### src/rtl/sram_arb_pkg.sv
// Shared types and constants for the two-port SRAM arbiter.
// Holds the sequencer state encoding, requester ids and write-enable codes.
package sram_arb_pkg;

  typedef enum logic {
    CLEAR = 1'b0,
    RUN   = 1'b1
  } state_t;

  localparam logic REQ_A = 1'b0;
  localparam logic REQ_B = 1'b1;

  localparam logic [3:0] WEN_READ = 4'h0;
  localparam logic [3:0] WEN_FULL = 4'hF;

endpackage

### src/rtl/rr_arbiter2.sv
// Two-way round-robin grant. The pointer names the requester that wins a tie
// and flips to the other side after every accepted request.
module rr_arbiter2
  import sram_arb_pkg::*;
(
  input  logic       HCLK,
  input  logic       HRESET,
  input  logic [1:0] req,
  input  logic       accept,
  output logic [1:0] gnt
);

  logic ptr_reg;

  always_comb begin
    gnt = 2'b00;
    case (req)
      2'b01:   gnt = 2'b01;
      2'b10:   gnt = 2'b10;
      2'b11:   gnt = (ptr_reg == REQ_A) ? 2'b01 : 2'b10;
      default: gnt = 2'b00;
    endcase
  end

  always_ff @(posedge HCLK or posedge HRESET) begin
    if (HRESET) begin
      ptr_reg <= REQ_A;
    end else if (accept && (gnt != 2'b00)) begin
      ptr_reg <= gnt[0] ? REQ_B : REQ_A;
    end
  end

endmodule

### src/rtl/sram_port_arbiter.sv
// Shares one sram32 port between requesters A and B with round-robin grant,
// one-cycle read return, and an optional zero-fill of the array after reset.
module sram_port_arbiter
  import sram_arb_pkg::*;
#(
  parameter int AW             = 10,
  parameter bit CLEAR_ON_RESET = 1'b1
) (
  input  logic          HCLK,
  input  logic          HRESET,

  input  logic          a_valid,
  output logic          a_ready,
  input  logic [3:0]    a_wen,
  input  logic [AW-1:0] a_addr,
  input  logic [31:0]   a_wdata,
  output logic          a_rvalid,
  output logic [31:0]   a_rdata,

  input  logic          b_valid,
  output logic          b_ready,
  input  logic [3:0]    b_wen,
  input  logic [AW-1:0] b_addr,
  input  logic [31:0]   b_wdata,
  output logic          b_rvalid,
  output logic [31:0]   b_rdata,

  output logic          SRAMCS,
  output logic [3:0]    SRAMWEN,
  output logic [AW-1:0] SRAMADDR,
  output logic [31:0]   SRAMWDATA,
  input  logic [31:0]   SRAMRDATA,

  output logic          init_done
);

  localparam logic [AW-1:0] CLR_LAST = '1;

  state_t        state_reg;
  logic [AW-1:0] clr_addr_reg;
  logic          init_done_reg;
  logic          rd_pend_reg;
  logic          rd_id_reg;

  logic          run;
  logic [1:0]    gnt;
  logic [1:0]    rvalid_vec;
  logic [31:0]   rdata_vec [2];

  assign run       = (state_reg == RUN);
  assign init_done = init_done_reg;

  // Requests are masked while clearing so the pointer cannot move before RUN.
  rr_arbiter2 u_rr (
    .HCLK   (HCLK),
    .HRESET (HRESET),
    .req    ({b_valid, a_valid} & {2{run}}),
    .accept (run),
    .gnt    (gnt)
  );

  assign a_ready = gnt[0];
  assign b_ready = gnt[1];

  always_comb begin
    SRAMCS    = 1'b0;
    SRAMWEN   = WEN_READ;
    SRAMADDR  = '0;
    SRAMWDATA = '0;
    if (!run) begin
      SRAMCS   = 1'b1;
      SRAMWEN  = WEN_FULL;
      SRAMADDR = clr_addr_reg;
    end else if (gnt[0]) begin
      SRAMCS    = 1'b1;
      SRAMWEN   = a_wen;
      SRAMADDR  = a_addr;
      SRAMWDATA = a_wdata;
    end else if (gnt[1]) begin
      SRAMCS    = 1'b1;
      SRAMWEN   = b_wen;
      SRAMADDR  = b_addr;
      SRAMWDATA = b_wdata;
    end
  end

  always_ff @(posedge HCLK or posedge HRESET) begin
    if (HRESET) begin
      state_reg     <= CLEAR_ON_RESET ? CLEAR : RUN;
      clr_addr_reg  <= '0;
      init_done_reg <= !CLEAR_ON_RESET;
    end else if (!run) begin
      clr_addr_reg <= clr_addr_reg + 1'b1;
      if (clr_addr_reg == CLR_LAST) begin
        state_reg     <= RUN;
        init_done_reg <= 1'b1;
      end
    end
  end

  // Read return: the SRAM answers one cycle after the accepted read.
  always_ff @(posedge HCLK or posedge HRESET) begin
    if (HRESET) begin
      rd_pend_reg <= 1'b0;
      rd_id_reg   <= REQ_A;
    end else begin
      rd_pend_reg <= (gnt != 2'b00) && (SRAMWEN == WEN_READ);
      if (gnt != 2'b00) begin
        rd_id_reg <= gnt[1] ? REQ_B : REQ_A;
      end
    end
  end

  for (genvar gi = 0; gi < 2; gi++) begin : g_resp
    assign rvalid_vec[gi] = rd_pend_reg && (rd_id_reg == 1'(gi));
    assign rdata_vec[gi]  = rvalid_vec[gi] ? SRAMRDATA : 32'h0;
  end

  assign a_rvalid = rvalid_vec[0];
  assign b_rvalid = rvalid_vec[1];
  assign a_rdata  = rdata_vec[0];
  assign b_rdata  = rdata_vec[1];

endmodule

### config.mk
export PLATFORM = sky130hd
export DESIGN_NAME = sram_port_arbiter
export DESIGN_NICKNAME = d
export VERILOG_FILES = /design/src/rtl/sram_arb_pkg.sv /design/src/rtl/rr_arbiter2.sv /design/src/rtl/sram_port_arbiter.sv
export SDC_FILE = /design/constraint.sdc
export NUM_CORES = 1
export LEC_CHECK = 0
export BUFFER_PORTS_ARGS = -buffer_cell sky130_fd_sc_hd__buf_2
export CORE_MARGIN = 10
export CORE_UTILIZATION = 31
export DETAILED_ROUTE_END_ITERATION = 10
export GPL_ROUTABILITY_DRIVEN = 1
export HOLD_SLACK_MARGIN = 0.08
export PLACE_DENSITY = 0.78
export SLEW_MARGIN = 10
export SYNTH_ARGS = -nofsm -noshare
export SYNTH_HDL_FRONTEND = slang
export SYNTH_SLANG_ARGS = --single-unit
### constraint.sdc
create_clock -name HCLK -period 2.2 [get_ports HCLK]
set_clock_uncertainty 0.05 [all_clocks]
set_input_delay 0.44 -clock HCLK [delete_from_list [all_inputs] [get_ports HCLK]]
set_output_delay 0.44 -clock HCLK [all_outputs]
set_load 0.01 [all_outputs]
## Yosys cells after proc, flatten, opt, wreduce, memory -nomap -nowiden

Cells that the tools add are included.

- Register bits: 15
- Input port bits: 128
- Output and inout bits: 116
- Word-level logic and storage cells: 40

- Add/subtract/negate cells: 1
- Equal/unequal tests: 4
- Muxes and demuxes: 19
- Bitwise operators: 3
- Reductions and logical operators: 7

Operators by type and width:

| cell | count |
|---|---|
| 32-bit two-way mux | 5 |
| 10-bit two-way mux | 3 |
| 4-bit two-way mux | 3 |
| 10-bit by 1-bit adder with 10-bit output, second input constant | 1 |
| 10-bit == test, second input constant | 1 |
| 1-bit two-way mux | 6 |
| 2-bit case mux with 3 select lines | 1 |
| 2-bit == test, second input constant | 2 |
| 1-bit logical AND | 4 |
| 4-bit logical NOT | 1 |
| 2-bit AND | 1 |
| 2-bit by 1-bit == test with 1-bit output, second input constant | 1 |
| 2-bit two-way mux | 1 |
| 1-bit inverter | 2 |
| 2-bit AND reduction | 1 |
| 2-bit nonzero test | 1 |

## Depth between registers and ports, before layout

Gate-level depths: netlist (run 1).

- Depth in word-level cells: 8
- Mapped depth: 7
- Depth with buffers taken out: 4

## Hierarchy

From an unflattened synthesis (run 1), not the netlist that was laid out.

- Cell total of the unflattened synthesis: 254
- Area, all modules: 1773.0 um^2

Modules (own cells, without submodules):

| module | instances | cells each | area each (um^2) | sequential area each (um^2) |
|---|---|---|---|---|
| sram_port_arbiter | 1 | 247 | 1714.1 | 350.3 |
| rr_arbiter2 | 1 | 7 | 58.8 | 25.0 |

## Worst setup path after synthesis (run 1)

OpenSTA, ideal clock, no wires.

- Path kind: input -> output
- Start: input b_valid
- End: output SRAMWDATA[23]
- Arrival time: 1.375 ns
- Required time: 1.710 ns
- Slack: 0.335 ns
- Stages: 6
- Buffers on the path: 3
- Path through: buf_4 > a21boi_4 > and2_4 > buf_8 > buf_6 > a22o_1

- Elaborated cells on any way between the ends: 8

RTL lines:

| what | line | RTL |
|---|---|---|
| start, declared | sram_port_arbiter.sv:20 | `input logic b_valid,` |
| 2-bit AND * | sram_port_arbiter.sv:57 | `.req ({b_valid, a_valid} & {2{run}}),` |
| 2-bit == test / 2-bit by 1-bit == test with 1-bit output (equally long branches) | rr_arbiter2.sv:17 | `case (req)` |
| 2-bit case mux with 3 select lines * | rr_arbiter2.sv:17 |  |
| net a_ready | sram_port_arbiter.sv:13 | `output logic a_ready,` |
| 32-bit two-way mux * | sram_port_arbiter.sv:74 | `end else if (gnt[0]) begin` |
| 32-bit two-way mux * | sram_port_arbiter.sv:70 | `if (!run) begin` |
| end, declared | sram_port_arbiter.sv:31 | `output logic [31:0] SRAMWDATA,` |

Mark *: on every way through the listed nets, which the timed path passes. The rest lies on a longest branch.

## Worst setup path after layout (run 1)

- Start: register u_rr.ptr_reg
- End: output SRAMADDR[3]

- Cells in the longest elaborated chain, start to end: 5

Ends and longest elaborated chain:

| what | line | RTL |
|---|---|---|
| start, declared | rr_arbiter2.sv:13 | `logic ptr_reg;` |
| start signal, assigned | rr_arbiter2.sv:29 | `ptr_reg <= gnt[0] ? REQ_B : REQ_A;` |
| 2-bit two-way mux * | rr_arbiter2.sv:20 | `2'b11: gnt = (ptr_reg == REQ_A) ? 2'b01 : 2'b10;` |
| 2-bit case mux with 3 select lines * | rr_arbiter2.sv:17 |  |
| 10-bit two-way mux | sram_port_arbiter.sv:79 | `end else if (gnt[1]) begin` |
| 10-bit two-way mux * | sram_port_arbiter.sv:74 |  |
| 10-bit two-way mux * | sram_port_arbiter.sv:70 |  |
| end, declared | sram_port_arbiter.sv:30 | `output logic [AW-1:0] SRAMADDR,` |

Mark *: on every way between the ends. The rest lies on a longest branch, timed or not.

==> results of run 1 <==
[kinds of logic after synthesis]
family,after synthesis,synth area share
simple gates,101,0.335
compound gates,57,0.288
buf+inv,33,0.109
flops,15,0.211
xor+xnor,9,0.0442
mux,1,0.00632
fa+ha+maj,1,0.00702
[critical path: stages (launching register included)]
cell	delay [ns]
dfrtp_1	0.41
nand2b_4	0.17
and3_4	0.21
buf_12	0.16
a221o_1	0.29
buf_2	0.14
[layout by cell type, fill, tap and decap left out, types with 6 or more instances in the layout]
cell and instances:
a22o_1 32, a22oi_2 6, and2_1 33, and3_1 32
buf_2 243, buf_4 12, dfrtp_1 15, inv_1 11
nand2_1 11, nand3_1 8, o21ai_2 6, xnor2_1 7
[path summary, 6_finish.rpt]
check / to / slack (ns) / startpoint / depth (start not counted)
setup / recovery: SRAMADDR[3] / 0.08 / u_rr.ptr_reg / 5
hold / removal: clr_addr_reg[9] / 0.18 / HRESET / 2
setup reg to reg: clr_addr_reg[8] / 0.59 / run / 5
hold reg to reg: clr_addr_reg[8] / 0.42 / clr_addr_reg[8] / 1
max in group asynchronous: clr_addr_reg[2] / 1.56 / HRESET / 2
min in group HCLK: clr_addr_reg[8] / 0.42 / clr_addr_reg[8] / 1
[routing by layer]
metal	vias up	GRT usage
li1	1264	-
met1	1160	0.210
met2	111	0.388
met3	6	0.0475
met4	0	0.0319
met5	-	0
[report_power, final]
part	internal, µW	switching [µW]	leakage, µW
combinational	87.7	56.2	0.00182
clock	125	92.7	0.0000255
sequential	276	0	0.000195
total	489	149	0.00205
[cell type report]
cell class | instances | area, µm²
tap | 72 | 90.1
sequential | 15 | 375
inverter | 11 | 41.3
clock inverter | 1 | 5.00
timing repair buffer | 258 | 1370
fill | 524 | 2400
multi-input combinational | 169 | 1220
clock buffer | 3 | 41.3
[repair_timing]
action	CTS	global route
setup endpoints to repair	3	4
pin swaps	1	0
cloned	0	1
resized for setup	0	1
hold buffers	0	0
buffers inserted	3	2
[metrics by stage]
step                      utilization  power (µW)  setup slack, ns  hold WS [ns]  area (µm²)
after global placement          0.547         420            0.119         0.406        3030
after CTS                       0.559         642           0.0110         0.187        3100
after floorplan                     -         300            0.335         0.291        1780
final                           0.567         638           0.0833         0.179        3140
after global routing            0.567         675          0.00891         0.220        3140
after detailed placement        0.547         422           0.0593         0.408        3030
==> flow_summary.ini, run 1 <==
[status]
status = complete, no violations

[setup_path]
crit_type = reg -> out
crit_fanout = 18
arrival_ns = 1.63
end_kind = output pin
critical_path.startpoint_type = flip-flop
critPathRequiredTime_ns = 1.71

[logic_synthesis]
netlist.area_leader.share = 0.211
synth.avg_cell_area_um2 = 8.21
synth_edf_count = 0
ys_ff_latch = 15
syn_inst = 217
syn_area_um2 = 1780
seq_area_frac_synth = 0.211
synth_cell_type_count = 37
synth_area_leaders = dfrtp_1, a22o_1, and2_1
synth_ff_type = dfrtp_1
synth_top_cell_by_area = dfrtp_1
yosys_warnings = 0
synth_common_cells = and2_1, and3_1, a22o_1
synthArstFlopShare = 1.00
syn_nets = 346

[floorplan]
rows = 27
io_pins = 244
fp.dieW_um = 95.8
start_util = 0.322
dieHeight_um = 95.8
die_area_um2 = 9180
coreArea_um2 = 5540

[sta]
period_needed_ns = 2.12
setup_tns_ns = 0
tightest_slew_ns = 0.547
post-route-period-util = 0.962
maxSlewHeadroom = 0.635
setup_viol = 0
hold_viol = 0
drv_slew = 0
fmax_mhz = 472
rsz0062_at_grt = false

[layout]
largest_reg_flops = 10
instances_no_fill = 529
area_growth_pct = 76.3
drive_above_1_share = 0.611
n_antenna_cell = 0
nNetsFinal = 587

[place]
dp_hpwl_um = 8960
portBuffers = 243
dp_cells = 519
gp_congestion = 0.926

[power]
power_density_nw_per_um2 = 203
peakVddDrop_mv = 0.357
cellLeakagePower_uw = 0.00205

[cts]
clock_latency_ns = 0.25
numCtsBuffers = 3
htree_levels = 1
cts_root_buf = clkbuf_8
clockBufferDepth = 2
cts.clk_slew.worst_paths_ns = 0.06
cts_sinks = 15
cts_tree = built

[routing]
wl_per_cell_um = 19.6
met1Wirelength_um = 3640
drtAntennaViolNets = 0
vias_per_cell = 4.80
first_iter_violations = 100
wl_met2_um = 5670
dr_wl_met3_um = 1010
routed_wirelength_um = 10400
first_pass_iters = 4
num_vias = 2541
route.detailed.drc = 0
top_layer_used = met4

[flow_run]
maxCapViolCount = 0

[global_routing]
grt_pass1_wl_um = 14200
grt_use_total = 0.198
grt-ovfl-total = 0
antenna_found_initial = 0
first_global_vias = 2453
grt_max_degree = 36

[hold_path]
hp-class = in -> async
(Power assumes the default switching activity.)
==> run 2: changes to the inputs <==
--- a/config.mk
+++ b/config.mk
@@ -12,7 +12,9 @@
 export GPL_ROUTABILITY_DRIVEN = 1
 export HOLD_SLACK_MARGIN = 0.08
 export PLACE_DENSITY = 0.78
+export SKIP_CTS_REPAIR_TIMING = 1
 export SLEW_MARGIN = 10
 export SYNTH_ARGS = -nofsm -noshare
 export SYNTH_HDL_FRONTEND = slang
+export SYNTH_HIERARCHICAL = 1
 export SYNTH_SLANG_ARGS = --single-unit
==> flow_summary.ini, run 2 <==
[logic_synthesis]
syn_area_um2 = 1770
seq_area_frac_synth = 0.212
synthArstFlopShare = 1.00
yosys_warnings = 6
ys_ff_latch = 15
netlist.area_leader.share = 0.212
synth_cell_type_count = 33
syn_nets = 383
synth.avg_cell_area_um2 = 6.98
syn_inst = 254
synth_edf_count = 0
synth_top_cell_by_area = dfrtp_1
synth_ff_type = dfrtp_1
synth_common_cells = nor2_1, and2_1, a22oi_1
synth.most_common_cell = nor2_1
synth_area_leaders = dfrtp_1, a22oi_1, and2_1

[global_routing]
grt_max_degree = 47
grt-ovfl-total = 0
grt_pass1_wl_um = 13900
first_global_vias = 2536
grt_use_total = 0.188
antenna_found_initial = 0

[sta]
hold_viol = 0
post-route-period-util = 1.08
maxSlewHeadroom = 0.653
setup_slack_ns = -0.172
fmax_mhz = 422
whs_ns = 0.442
period_needed_ns = 2.37
drv_slew = 0
setup_viol = 47
tightest_slew_ns = 0.520
rsz0062_at_grt = true

[flow_run]
maxCapViolCount = 0

[setup_path]
critical_path.startpoint_type = flip-flop
end_kind = output pin
critPathMaxStageDelay_ns = 0.41
path_depth = 8
critPathRequiredTime_ns = 1.71
crit_path_cell_trace = and2_4, a21boi_4, nor2b_4, buf_12, buf_6, a22oi_1, nor2_1, buf_2
cp_top_family = simple AND/OR/NAND/NOR gates
cp.buffers_inverters = 3
reg2regPathDepth = 7
crit_type = reg -> out
ff2ff_setup_slack_ns = 0.31
arrival_ns = 1.88
r2r_start = run
crit_fanout = 11
worstReg2RegEnd = rd_pend_reg
crit_slowest_cell = dfrtp_1

[layout]
layout_common_cells = buf_2, nor2_1, and2_1, a22oi_1, and3_1
largest_reg_flops = 10
n_antenna_cell = 0
final_common_cell = buf_2
area_growth_pct = 92.9
drive_above_1_share = 0.573
nNetsFinal = 627

[status]
status = finished, violations left
failed_checks = negative setup slack

[routing]
dr_wl_met3_um = 1220
first_pass_iters = 6
num_vias = 2850
first_iter_violations = 199
wl_per_cell_um = 19.0
route.detailed.drc = 0
vias_per_cell = 5.01
wl_met2_um = 5590
drtAntennaViolNets = 0
top_layer_used = met4
routed_wirelength_um = 10800
met1Wirelength_um = 3950

[cts]
cts.clk_slew.worst_paths_ns = 0.06
cts_sinks = 15
numCtsBuffers = 3
clock_latency_ns = 0.25
htree_levels = 1
clockBufferDepth = 2
cts_root_buf = clkbuf_8
cts_tree = built

[floorplan]
start_util = 0.320
fp.dieW_um = 95.6
dieHeight_um = 95.6
io_pins = 244
die_area_um2 = 9140
coreArea_um2 = 5540
rows = 27

[power]
clock_power_share = 0.360
p_sw_uw = 148
p_sw_frac = 0.235
cellInternalPower_uw = 482
cellLeakagePower_uw = 0.00206
power_density_nw_per_um2 = 184
power_frac_seq = 0.438
peakVddDrop_mv = 0.238
comb_power_share = 0.202

[place]
place_ws_ns = 0.00144
dp_hpwl_um = 8450
gp_congestion = 0.942
portBuffers = 243

[hold_path]
holdPathStages = 1
worstHoldStart = init_done
hp-class = reg -> reg
holdPathEnd = init_done
==> run 2: cell types whose count changed after synthesis, moves of 3 or more <==
| cell | delta |
|---|---|
| a21o_1 | +3 |
| nand3_1 | -7 |
| buf_6 | -4 |
| nand2_1 | -5 |
| a221oi_1 | +10 |
| buf_1 | +5 |
| buf_2 | +3 |
| a22oi_2 | -6 |
| nor2_1 | +52 |
| o21ai_2 | -6 |
| inv_1 | -5 |
| a22o_1 | -32 |
| clkbuf_1 | +5 |
| a22oi_1 | +31 |
==> run 2: cell families (layout without fill, tap and decap cells) <==
family / Yosys count / after routing / synth area share
compound gates: 55 / 55 / 0.243
xor+xnor: 9 / 9 / 0.0445
buf+inv: 33 / 276 / 0.0748
fa+ha+maj: 1 / 1 / 0.00706
simple gates: 140 / 140 / 0.413
flops: 15 / 15 / 0.212
mux: 1 / 1 / 0.00635
==> run 2: layer usage <==
metal / vias to the layer above / GRT usage
met5: - / 0
met4: 0 / 0.0270
met3: 7 / 0.0589
met2: 172 / 0.337
met1: 1286 / 0.216
li1: 1385 / -
==> run 2: power groups by stage <==
| stage | combinational, µW | sequential, µW | clock [µW] |
|---|---|---|---|
| finish | 128 | 276 | 227 |
| global route | 141 | 276 | 244 |
| CTS | 122 | 276 | 233 |
| detailed placement | 122 | 281 | 0 |
| global placement | 119 | 281 | 0 |
| floorplan | 5.56 | 281 | 0 |
==> run 2: how the worst max path moves through the flow <==
stage	to	startpoint	slack [ns]
2_1_floorplan	SRAMADDR[1]	run	-0.02
3_3_place_gp	SRAMWEN[0]	a_valid	0.02
3_5_place_dp	SRAMWEN[0]	a_valid	0.001
4_1_cts	SRAMWEN[0]	run	-0.19
5_1_grt	SRAMADDR[3]	run	-0.26
6_report	SRAMWDATA[14]	run	-0.17
==> run 2: through the flow <==
stage,std cells,total power [µW],utilization,TNS [ns],cell area [µm²]
after global routing,569,660,0.617,-9.05,3420
after CTS,557,631,0.573,-4.74,3180
final,569,630,0.617,-5.16,3420
after global placement,553,400,0.565,0,3130
after floorplan,254,286,-,-0.171,1840
after detailed placement,553,403,0.565,0,3130
==> run 2: final cells by class <==
type | count | area (µm²)
Tap cell | 72 | 90.1
Clock buffer | 3 | 41.3
Clock inverter | 1 | 5.00
Timing Repair Buffer | 266 | 1530
Sequential cell | 15 | 375
Fill cell | 511 | 2120
Multi-Input combinational cell | 206 | 1360
Inverter | 6 | 22.5
==> run 3: changes to the inputs <==
--- a/config.mk
+++ b/config.mk
@@ -18,3 +18,4 @@
 export SYNTH_HDL_FRONTEND = slang
 export SYNTH_HIERARCHICAL = 1
 export SYNTH_SLANG_ARGS = --single-unit
+export TNS_END_PERCENT = 5
==> flow_summary.ini, run 3 (synthesis results as in run 2) <==
[sta]
post-route-period-util = 1.09
tightest_slew_ns = 0.520
maxSlewHeadroom = 0.653
hold_viol = 0
fmax_mhz = 419
drv_slew = 0
period_needed_ns = 2.39
setup_slack_ns = -0.189
setup_viol = 46
rsz0062_at_grt = true
whs_ns = 0.442

[routing]
num_vias = 2760
first_iter_violations = 222
route.detailed.drc = 0
first_pass_iters = 8
routed_wirelength_um = 10200
wl_per_cell_um = 18.2
drtAntennaViolNets = 0
vias_per_cell = 4.94

[layout]
n_antenna_cell = 0
nNetsFinal = 617
largest_reg_flops = 10
layout_common_cells = buf_2, nor2_1, and2_1, a22oi_1, and3_1
final_common_cell = buf_2
drive_above_1_share = 0.559
area_growth_pct = 82.7
num-fill-cells = 523

[power]
p_sw_frac = 0.231
cellInternalPower_uw = 482
clock_power_share = 0.360
cellLeakagePower_uw = 0.00197
power_frac_seq = 0.440
p_sw_uw = 145
peakVddDrop_mv = 0.237
power_density_nw_per_um2 = 193
comb_power_share = 0.200

[setup_path]
critPathRequiredTime_ns = 1.71
crit_fanout = 23
crit_type = reg -> out
arrival_ns = 1.90
end_kind = output pin
cp-startpoint = run
r2r_start = run
critical_path.startpoint_type = flip-flop

[global_routing]
grt-ovfl-total = 0
grt_use_total = 0.188
grt_pass1_wl_um = 13900
grt_max_degree = 47
first_global_vias = 2536
antenna_found_initial = 0

[hold_path]
hp-class = in -> reg
worstHoldStart = b_wen[0]

[place]
gp_congestion = 0.942
dp_hpwl_um = 8450
portBuffers = 243
place_ws_ns = 0.00144

[floorplan]
coreArea_um2 = 5540
fp.dieW_um = 95.6
start_util = 0.320
io_pins = 244
rows = 27
dieHeight_um = 95.6
die_area_um2 = 9140

[flow_run]
maxCapViolCount = 0

[cts]
htree_levels = 1
cts_tree = built
cts.clk_slew.worst_paths_ns = 0.06
clockBufferDepth = 2
numCtsBuffers = 3
cts_root_buf = clkbuf_8
cts_sinks = 15
clock_latency_ns = 0.25

[status]
status = finished, violations left
failed_checks = negative setup slack
==> run 3: cell types whose count changed in the layout (fill, tap and decap cells not counted), sizes merged <==
cell	delta
buf	-7
clkbuf	-3
==> run 3: power groups by stage <==
stage / Clock [µW] / Combinational (µW) / Sequential, µW
final: 225 / 125 / 276
after global routing: 244 / 139 / 276
after CTS: 233 / 122 / 276
after detailed placement: 0 / 122 / 281
after global placement: 0 / 119 / 281
after floorplan: 0 / 5.56 / 281
==> run 3: cell type report <==
class | instances | area, µm² | area share
clock buffers | 3 | 41.3 | 0.0127
well taps | 72 | 90.1 | 0.0278
inverters | 6 | 22.5 | 0.00695
multi-input cells | 206 | 1330 | 0.410
clock inverters | 1 | 5.00 | 0.00154
repair buffers | 256 | 1380 | 0.425
flip-flops and latches | 15 | 375 | 0.116
==> run 3: worst paths after layout <==
kind,to,slack [ns],depth (start not counted)
max,SRAMWDATA[12],-0.19,7
min,rd_pend_reg,0.44,3
max reg2reg,rd_pend_reg,0.32,6
min reg2reg,init_done,0.44,1
max in group asynchronous,rd_id_reg,1.01,3
min in group asynchronous,u_rr/ptr_reg,0.54,3
==> run 3: critical path, stage by stage (launching register included) <==
cell and delay (ns):
dfrtp_1 0.41, and2_4 0.19, a21boi_4 0.18, nor2b_4 0.24
buf_12 0.19, a22oi_1 0.08, nor2_1 0.17, buf_2 0.17
==> run 3: per-stage QoR <==
stage / setup TNS (ns) / utilization / std cells / power, µW / instance area, µm²
finish: -4.58 / 0.585 / 559 / 627 / 3240
floorplan: -0.171 / - / 254 / 286 / 1840
global placement: 0 / 0.565 / 553 / 400 / 3130
global route: -8.90 / 0.585 / 559 / 658 / 3240
CTS: -4.74 / 0.573 / 557 / 631 / 3180
detailed placement: 0 / 0.565 / 553 / 403 / 3130
==> run 3: per-layer routing <==
layer	global-route usage	wire (µm)	share of wire	up-vias
met5	0	0	0	-
met4	0.0270	87	0.0086	0
met3	0.0589	1120	0.11	9
met2	0.337	5210	0.51	164
met1	0.216	3750	0.37	1224
li1	-	-	-	1363
